==> config.mk <==
export PLATFORM = sky130hd
export DESIGN_NAME = clock_time_counter
export DESIGN_NICKNAME = d
export VERILOG_FILES = /design/src/rtl/clock_time_counter.sv
export SDC_FILE = /design/constraint.sdc
export NUM_CORES = 1
export LEC_CHECK = 0
export BUFFER_PORTS_ARGS = -buffer_cell sky130_fd_sc_hd__buf_2
export CELL_PAD_IN_SITES_DETAIL_PLACEMENT = 1
export CELL_PAD_IN_SITES_GLOBAL_PLACEMENT = 1
export CORE_MARGIN = 8
export CORE_UTILIZATION = 38
export CTS_CLUSTER_SIZE = 14
export DETAILED_ROUTE_END_ITERATION = 12
export PLACE_DENSITY_LB_ADDON = 0.1
export SYNTH_ARGS = -nofsm -noshare
export SYNTH_HDL_FRONTEND = slang
export SYNTH_SLANG_ARGS = --single-unit
==> constraint.sdc <==
create_clock -name CLK -period 4.57 [get_ports CLK]
set_clock_uncertainty 0.15 [all_clocks]
set_input_delay 0.2285 -clock CLK [delete_from_list [all_inputs] [get_ports CLK]]
set_output_delay 0.2285 -clock CLK [all_outputs]
set_load 0.05 [all_outputs]
==> src/rtl/clock_time_counter.sv <==
// -----------------------------------------------------------------------------
// clock_time_counter
//
// 24-hour wall clock with BCD digit outputs and a New Year indicator.
// A prescaler divides CLK down to a one-second tick. The tick advances a
// binary seconds counter, and that counter carries into BCD minutes and hours.
// Set mode freezes timekeeping and lets the user step minutes and hours.
//
// Parameters
//   TICK_DIV      CLK cycles per one-second tick (>= 2)
//
// Ports
//   CLK           system clock, rising edge
//   RST_N         asynchronous active-low reset
//   set_mode      1 = time-set mode (prescaler and seconds held at 0)
//   inc_min       minute step request (set mode only)
//   inc_hour      hour step request (set mode only)
//   ny_eve        1 = today is 31 December
//   h_tens .. m_units  BCD digits HH:MM
//   ny_countdown  high during 23:50..23:59 on New Year's Eve (run mode)
//   ny_pulse      one-cycle strobe on the 23:59:59 -> 00:00:00 rollover
//
// Build option
//   BUTTON_SYNC_EN  when defined, inc_min/inc_hour pass through a two-flop
//                   synchroniser and rising-edge detector (one step per
//                   press, applied 3 cycles after the input rises). When
//                   undefined, they are synchronous level requests
//                   (one step per cycle high).
// -----------------------------------------------------------------------------
module clock_time_counter #(
  parameter int TICK_DIV = 100000000
) (
  input  logic       CLK,
  input  logic       RST_N,
  input  logic       set_mode,
  input  logic       inc_min,
  input  logic       inc_hour,
  input  logic       ny_eve,
  output logic [3:0] h_tens,
  output logic [3:0] h_units,
  output logic [3:0] m_tens,
  output logic [3:0] m_units,
  output logic       ny_countdown,
  output logic       ny_pulse
);

  localparam int PS_W = (TICK_DIV > 2) ? $clog2(TICK_DIV) : 1;
  localparam logic [PS_W-1:0] PS_MAX = PS_W'(TICK_DIV - 1);

  // Next minute value, modulo 60, in BCD {tens, units}.
  function automatic logic [7:0] bcd_min_next(input logic [3:0] tens,
                                              input logic [3:0] units);
    logic [7:0] nxt;
    if (units == 4'd9) begin
      nxt = (tens == 4'd5) ? 8'h00 : {tens + 4'd1, 4'd0};
    end else begin
      nxt = {tens, units + 4'd1};
    end
    return nxt;
  endfunction

  // Next hour value, modulo 24, in BCD {tens, units}.
  function automatic logic [7:0] bcd_hour_next(input logic [3:0] tens,
                                               input logic [3:0] units);
    logic [7:0] nxt;
    if (tens == 4'd2 && units == 4'd3) begin
      nxt = 8'h00;
    end else if (units == 4'd9) begin
      nxt = {tens + 4'd1, 4'd0};
    end else begin
      nxt = {tens, units + 4'd1};
    end
    return nxt;
  endfunction

  logic [PS_W-1:0] ps_cnt;
  logic [5:0]      sec_cnt;
  logic            tick;
  logic            min_ev;
  logic            hour_ev;
  logic            min_at_59;
  logic            hour_at_23;
  logic [7:0]      min_nxt;
  logic [7:0]      hour_nxt;

  assign tick       = (ps_cnt == PS_MAX);
  assign min_at_59  = (m_tens == 4'd5) && (m_units == 4'd9);
  assign hour_at_23 = (h_tens == 4'd2) && (h_units == 4'd3);
  assign min_nxt    = bcd_min_next(m_tens, m_units);
  assign hour_nxt   = bcd_hour_next(h_tens, h_units);

`ifdef BUTTON_SYNC_EN
  // [0],[1] form the synchroniser; [2] holds the previous synchronised
  // level so a press of any length yields a single step.
  logic [2:0] min_sync;
  logic [2:0] hour_sync;

  always_ff @(posedge CLK or negedge RST_N) begin
    if (!RST_N) begin
      min_sync  <= 3'b000;
      hour_sync <= 3'b000;
    end else begin
      min_sync  <= {min_sync[1:0], inc_min};
      hour_sync <= {hour_sync[1:0], inc_hour};
    end
  end

  assign min_ev  = min_sync[1] & ~min_sync[2];
  assign hour_ev = hour_sync[1] & ~hour_sync[2];
`else
  assign min_ev  = inc_min;
  assign hour_ev = inc_hour;
`endif

  always_ff @(posedge CLK or negedge RST_N) begin
    if (!RST_N) begin
      ps_cnt   <= '0;
      sec_cnt  <= 6'd0;
      m_tens   <= 4'd0;
      m_units  <= 4'd0;
      h_tens   <= 4'd0;
      h_units  <= 4'd0;
      ny_pulse <= 1'b0;
    end else begin
      ny_pulse <= 1'b0;
      if (set_mode) begin
        // Set mode wins over a coincident tick; minute steps never carry.
        ps_cnt  <= '0;
        sec_cnt <= 6'd0;
        if (min_ev) begin
          {m_tens, m_units} <= min_nxt;
        end
        if (hour_ev) begin
          {h_tens, h_units} <= hour_nxt;
        end
      end else if (tick) begin
        ps_cnt <= '0;
        if (sec_cnt == 6'd59) begin
          sec_cnt           <= 6'd0;
          {m_tens, m_units} <= min_nxt;
          if (min_at_59) begin
            {h_tens, h_units} <= hour_nxt;
            // Strobe lands on the same edge the digits become 00:00.
            ny_pulse <= ny_eve & hour_at_23;
          end
        end else begin
          sec_cnt <= sec_cnt + 6'd1;
        end
      end else begin
        ps_cnt <= ps_cnt + 1'b1;
      end
    end
  end

  // Combinational decode so the flag changes with the digits; RST_N gating
  // keeps it low throughout reset.
  assign ny_countdown = RST_N & ny_eve & ~set_mode & hour_at_23 &
                        (m_tens == 4'd5);

endmodule

== Word-level counts from Yosys, hierarchy flattened ==
Cells that the tools add are included.

* Register bits after elaboration: 50
* Output and inout port bits: 18
* Logic and storage cells: 66

* Add/subtract/negate cells: 6
* Eq/ne operators: 9
* Multiplexer cells: 31
* Bitwise operators: 6
* Reduce and logical (&&, ||, !) cells: 7

{| class="wikitable"
|+ Operators with widths
! cell !! number
|-
| 2-to-1 mux 4 bit || 18
|-
| 2-to-1 mux 27 bit || 2
|-
| 2-to-1 mux 8 bit || 4
|-
| adder 27 x 1 -> 27 bit, second input constant || 1
|-
| equality test 27 bit, second input constant || 1
|-
| 2-to-1 mux 6 bit || 3
|-
| adder 4 x 1 -> 4 bit, second input constant || 4
|-
| equality test 4 x 2 -> 1 bit, second input constant || 2
|-
| equality test 4 bit, second input constant || 2
|-
| adder 6 x 1 -> 6 bit, second input constant || 1
|-
| equality test 6 bit, second input constant || 1
|-
| nonzero test 2 bit || 3
|-
| bitwise AND 1 bit || 5
|-
| equality test 4 x 3 -> 1 bit, second input constant || 1
|-
| 2-to-1 mux 1 bit || 4
|-
| != test 2 x 1 -> 1 bit, second input constant || 2
|-
| AND reduction 4 bit || 1
|-
| AND reduction 3 bit || 1
|-
| logical AND 1 bit || 2
|-
| NOT 1 bit || 1
|}

== Depth between registers and ports, before layout ==
* Word-level depth: 7
* Depth in mapped cells: 9
* Gate-level depth less buffers: 8

== Worst setup path after synthesis ==
OpenSTA, ideal clock, no wires.

* Path type: register -> output
* Start point: register h_tens[1]
* End point: output port ny_countdown
* Data arrival time: 2565 ps
* Data required time: 4192 ps
* Setup slack: 1626 ps
* Cell stages (with the launch flop): 6
* Buffers on the path: 0
* Path through: dfrtp_1 > ha_1 > or4b_2 > nor3_1 > nand2_1 > nor2_1

* Word-level cells in the longest chain between the ends: 4

{| class="wikitable"
|+ Ends and longest elaborated chain
! what !! RTL line !! RTL
|-
| start: declaration || 39 || <nowiki>output logic [3:0] h_tens,</nowiki>
|-
| start signal: assignment || 134 || <nowiki>{h_tens, h_units} <= hour_nxt;</nowiki>
|-
| start signal: assignment || 142 || <nowiki>{h_tens, h_units} <= hour_nxt;</nowiki>
|-
| equality test 4 x 2 -> 1 bit || 88 || <nowiki>assign hour_at_23 = (h_tens == 4'd2) && (h_units == 4'd3);</nowiki>
|-
| logical AND 1 bit || 88 ||
|-
| bitwise AND 1 bit (2 in a row) || 157 || <nowiki>assign ny_countdown = RST_N & ny_eve & ~set_mode & hour_at_23 &</nowiki>
|-
| end: declaration || 43 || <nowiki>output logic ny_countdown,</nowiki>
|}

Every way passes these cells.

== Final worst setup path ==
* Start point: register h_tens[0]
* End point: output port ny_countdown

The elaborated chain is that of the path after synthesis.

==> results.py <==
metrics = {
    "run": {
        "drv_cap": 0,
    },
    "timing": {
        "max_freq_mhz": 344,
        "hold_slack_ps": 20.3,
        "fin_crit_ps": 2900,
        "fin_tns_setup_ps": 0,
        "rsz0062_at_grt": "false",
        "setup_viol": 0,
        "slew_headroom_pct": 38.5,
        "fin_crit_sh_pct": 63.6,
        "hold_viol": 0,
        "worst_pin_slew_ps": 923,
        "slew_viol_final": 0,
    },
    "synth": {
        "yosys-top-cells-count": "50 x dfrtp_1, 42 x nor2_1, 29 x nand2_1",
        "ys_types": 45,
        "synth-compound-area-share_pct": 9.01,
        "syn_inst": 272,
        "yosys.area_share.simple_pct": 26.2,
        "synthArstFlopShare_pct": 100,
        "synth.mux.area_fraction_pct": 1.40,
        "netlist_area_um2": 2600,
        "ys.warnings.count": 0,
        "synth_top_area_cell": "dfrtp_1",
        "synthAdderAreaFrac_pct": 2.89,
        "synth_ff_type": "dfrtp_1",
        "synth_edf_count": 0,
        "yosys-top-cells-area": "dfrtp_1 48%, xnor2_1 6.4%, nor2_1 6.1%, nand2_1 4.2%, ha_1 2.9%",
        "synth-xor-area-share_pct": 9.10,
        "syn_nets": 284,
        "yosysMostFrequentCell": "dfrtp_1",
        "ys_seq_area_share_pct": 48.2,
        "syn_area_per_cell_um2": 9.55,
        "yosysTopAreaCellShare_pct": 48.2,
        "synth_top_family_by_area": "simple AND/OR/NAND/NOR gates",
        "synth.ff_latch_count": 50,
    },
    "final_layout": {
        "nNetsFinal": 309,
        "nFillCells": 791,
        "syn_to_final_growth_pct": 11.1,
        "utilization_pct": 43.0,
        "stdcell_count": 378,
        "antenna_cells": 0,
        "drive_gt1_share_pct": 14.8,
    },
    "power_and_ir_drop": {
        "switching_share_pct": 40.5,
        "irDropWorstVdd_uv": 289,
        "p_per_area_nw_per_um2": 419,
        "p_total_w": 0.00121,
        "leakage_nw": 1.21,
        "p_switching_w": 0.000490,
        "internal-power_w": 0.000720,
        "p_comb_share_pct": 30.6,
        "pwr-share-clk_pct": 22.5,
        "sequentialPowerShare_pct": 46.9,
    },
    "cts": {
        "path_clk_slew_ps": 90,
        "cts_root_buf": "clkbuf_8",
        "clock-sinks": 50,
        "postCtsSetupBuffers": 0,
        "htree_num_levels": 2,
        "worstSkewPairLatency_ps": 310,
        "cts_resized": 0,
        "clockBufferDepth": 2,
        "cts_tree": "built",
        "cts_buffers": 5,
    },
    "worst_setup_path": {
        "cp_num_buf_inv": 2,
        "crit_type": "register to primary output",
        "cpLargestDelayFamily": "simple AND/OR/NAND/NOR gates",
        "cp-end-kind": "primary output",
        "crit_arrival_ps": 2530,
        "slowest_stage": "or4b_2",
        "path_max_fanout": 6,
        "cpPeakStageDelay_ps": 570,
        "cp-start-kind": "register",
        "cp.required_ps": 4190,
        "path_cells": "inv_1, ha_1, or4b_2, nor3_1, nand2_1, nor2_1, buf_2",
    },
    "outcome": {
        "status": "finished, final reports clean",
    },
    "floorplan": {
        "die_w_um": 98.7,
        "initial_core_util_pct": 38.7,
        "die_area_um2": 9740,
        "io_pins": 24,
        "coreArea_um2": 6720,
        "die_h_um": 98.7,
        "fp-row-count": 30,
    },
    "global_route": {
        "grtUsageTotal_pct": 12.3,
        "grt_first_pass_wirelength_um": 10000,
        "grt_max_degree": 52,
        "grt_pass1_vias": 2098,
        "grt_antenna_before_repair": 0,
        "overflow": 0,
    },
    "drt": {
        "drcViolationCount": 0,
        "via_per_inst": 5.20,
        "drt_iter0_drc": 81,
        "vias": 1965,
        "drt_wl_total_um": 5480,
        "dr.pass1.iters": 4,
        "wl_per_cell_um": 14.5,
        "postRouteAntennaNets": 0,
    },
    "min_path": {
        "hold_class": "primary input to register",
    },
    "place": {
        "placed_cells": 369,
        "dp_hpwl_um": 3930,
        "portBuffers": 23,
        "gp_congestion": 0.729,
    },
}
## registers in the layout, summed over array words and instances, names as in the netlist
signal / flops
ps_cnt: 27
sec_cnt: 6
h_tens: 4
h_units: 4
m_tens: 4
m_units: 4
ny_pulse: 1
## cells by family after synthesis
logic type	count (synthesis)
xor gates and xnor gates	27
and+or+nand+nor	133
AOI/OAI and AO/OA	34
muxes	3
DFF	50
adders and majority gates	6
buffers and inverters	19
## routing by layer
metal  routed length (um)  track usage, %  vias up
met5                    0               0        -
li1                     -               -      981
met1                 2760            16.1      958
met4                   57            3.54        0
met3                  189            3.03        5
met2                 2470            19.5       21
## final timing paths
| check | end | cells after the start | start | slack (ps) |
|---|---|---|---|---|
| setup / recovery | ny_countdown | 7 | h_tens[0] | 1670 |
| hold / removal | ny_pulse | 3 | ny_eve | 20 |
| setup reg to reg | ps_cnt[15] | 6 | ps_cnt[0] | 1710 |
| hold reg to reg | ps_cnt[0] | 1 | ps_cnt[0] | 350 |
| max in group asynchronous | ps_cnt[1] | 3 | RST_N | 3420 |
| min in group asynchronous | ps_cnt[16] | 3 | RST_N | 410 |
## metrics by stage
stage,setup WS (ps),cell area (um^2)
2_1_floorplan,1630,2600
3_3_place_gp,1740,2780
3_5_place_dp,1690,2780
4_1_cts,1600,2890
5_1_grt,1400,2890
6_report,1670,2890
## power by group through the flow
stage                     clock [W]  combinational, W  sequential [W]
after detailed placement          0          0.000376        0.000577
after CTS                  0.000290          0.000377        0.000569
after global routing       0.000303          0.000398        0.000581
final                      0.000273          0.000370        0.000567
after global placement            0          0.000369        0.000574
after floorplan                   0          0.000115        0.000732
## what timing repair did
action / in CTS / in global routing
hold buffers: 1 / 0
hold endpoints to repair: 50 / 0
setup endpoints to repair: 0 / 0
## area by class of cell
class / instances / area [um^2] / area share [%]
Multi-Input combinational cell: 203 / 1260 / 43.7
Sequential cell: 50 / 1250 / 43.3
Timing Repair Buffer: 25 / 133 / 4.59
Tap cell: 80 / 100 / 3.47
Clock buffer: 6 / 82.6 / 2.86
Inverter: 12 / 45.0 / 1.56
Clock inverter: 2 / 12.5 / 0.433
## tightest hold or removal path, stage by stage
cell     delay [ps]
buf_2            90
nand2_1          60
nor3_1           50
## cells in the final DEF, fill, tap and decap left out, types with 8 or more instances in the layout
cell / n
o21ai_0: 15
nor2_1: 42
nor3_1: 10
xor2_1: 8
inv_1: 12
nand2_1: 29
a21oi_1: 9
nand3_1: 11
buf_2: 23
xnor2_1: 19
dfrtp_1: 50
(Power assumes the default switching activity.)
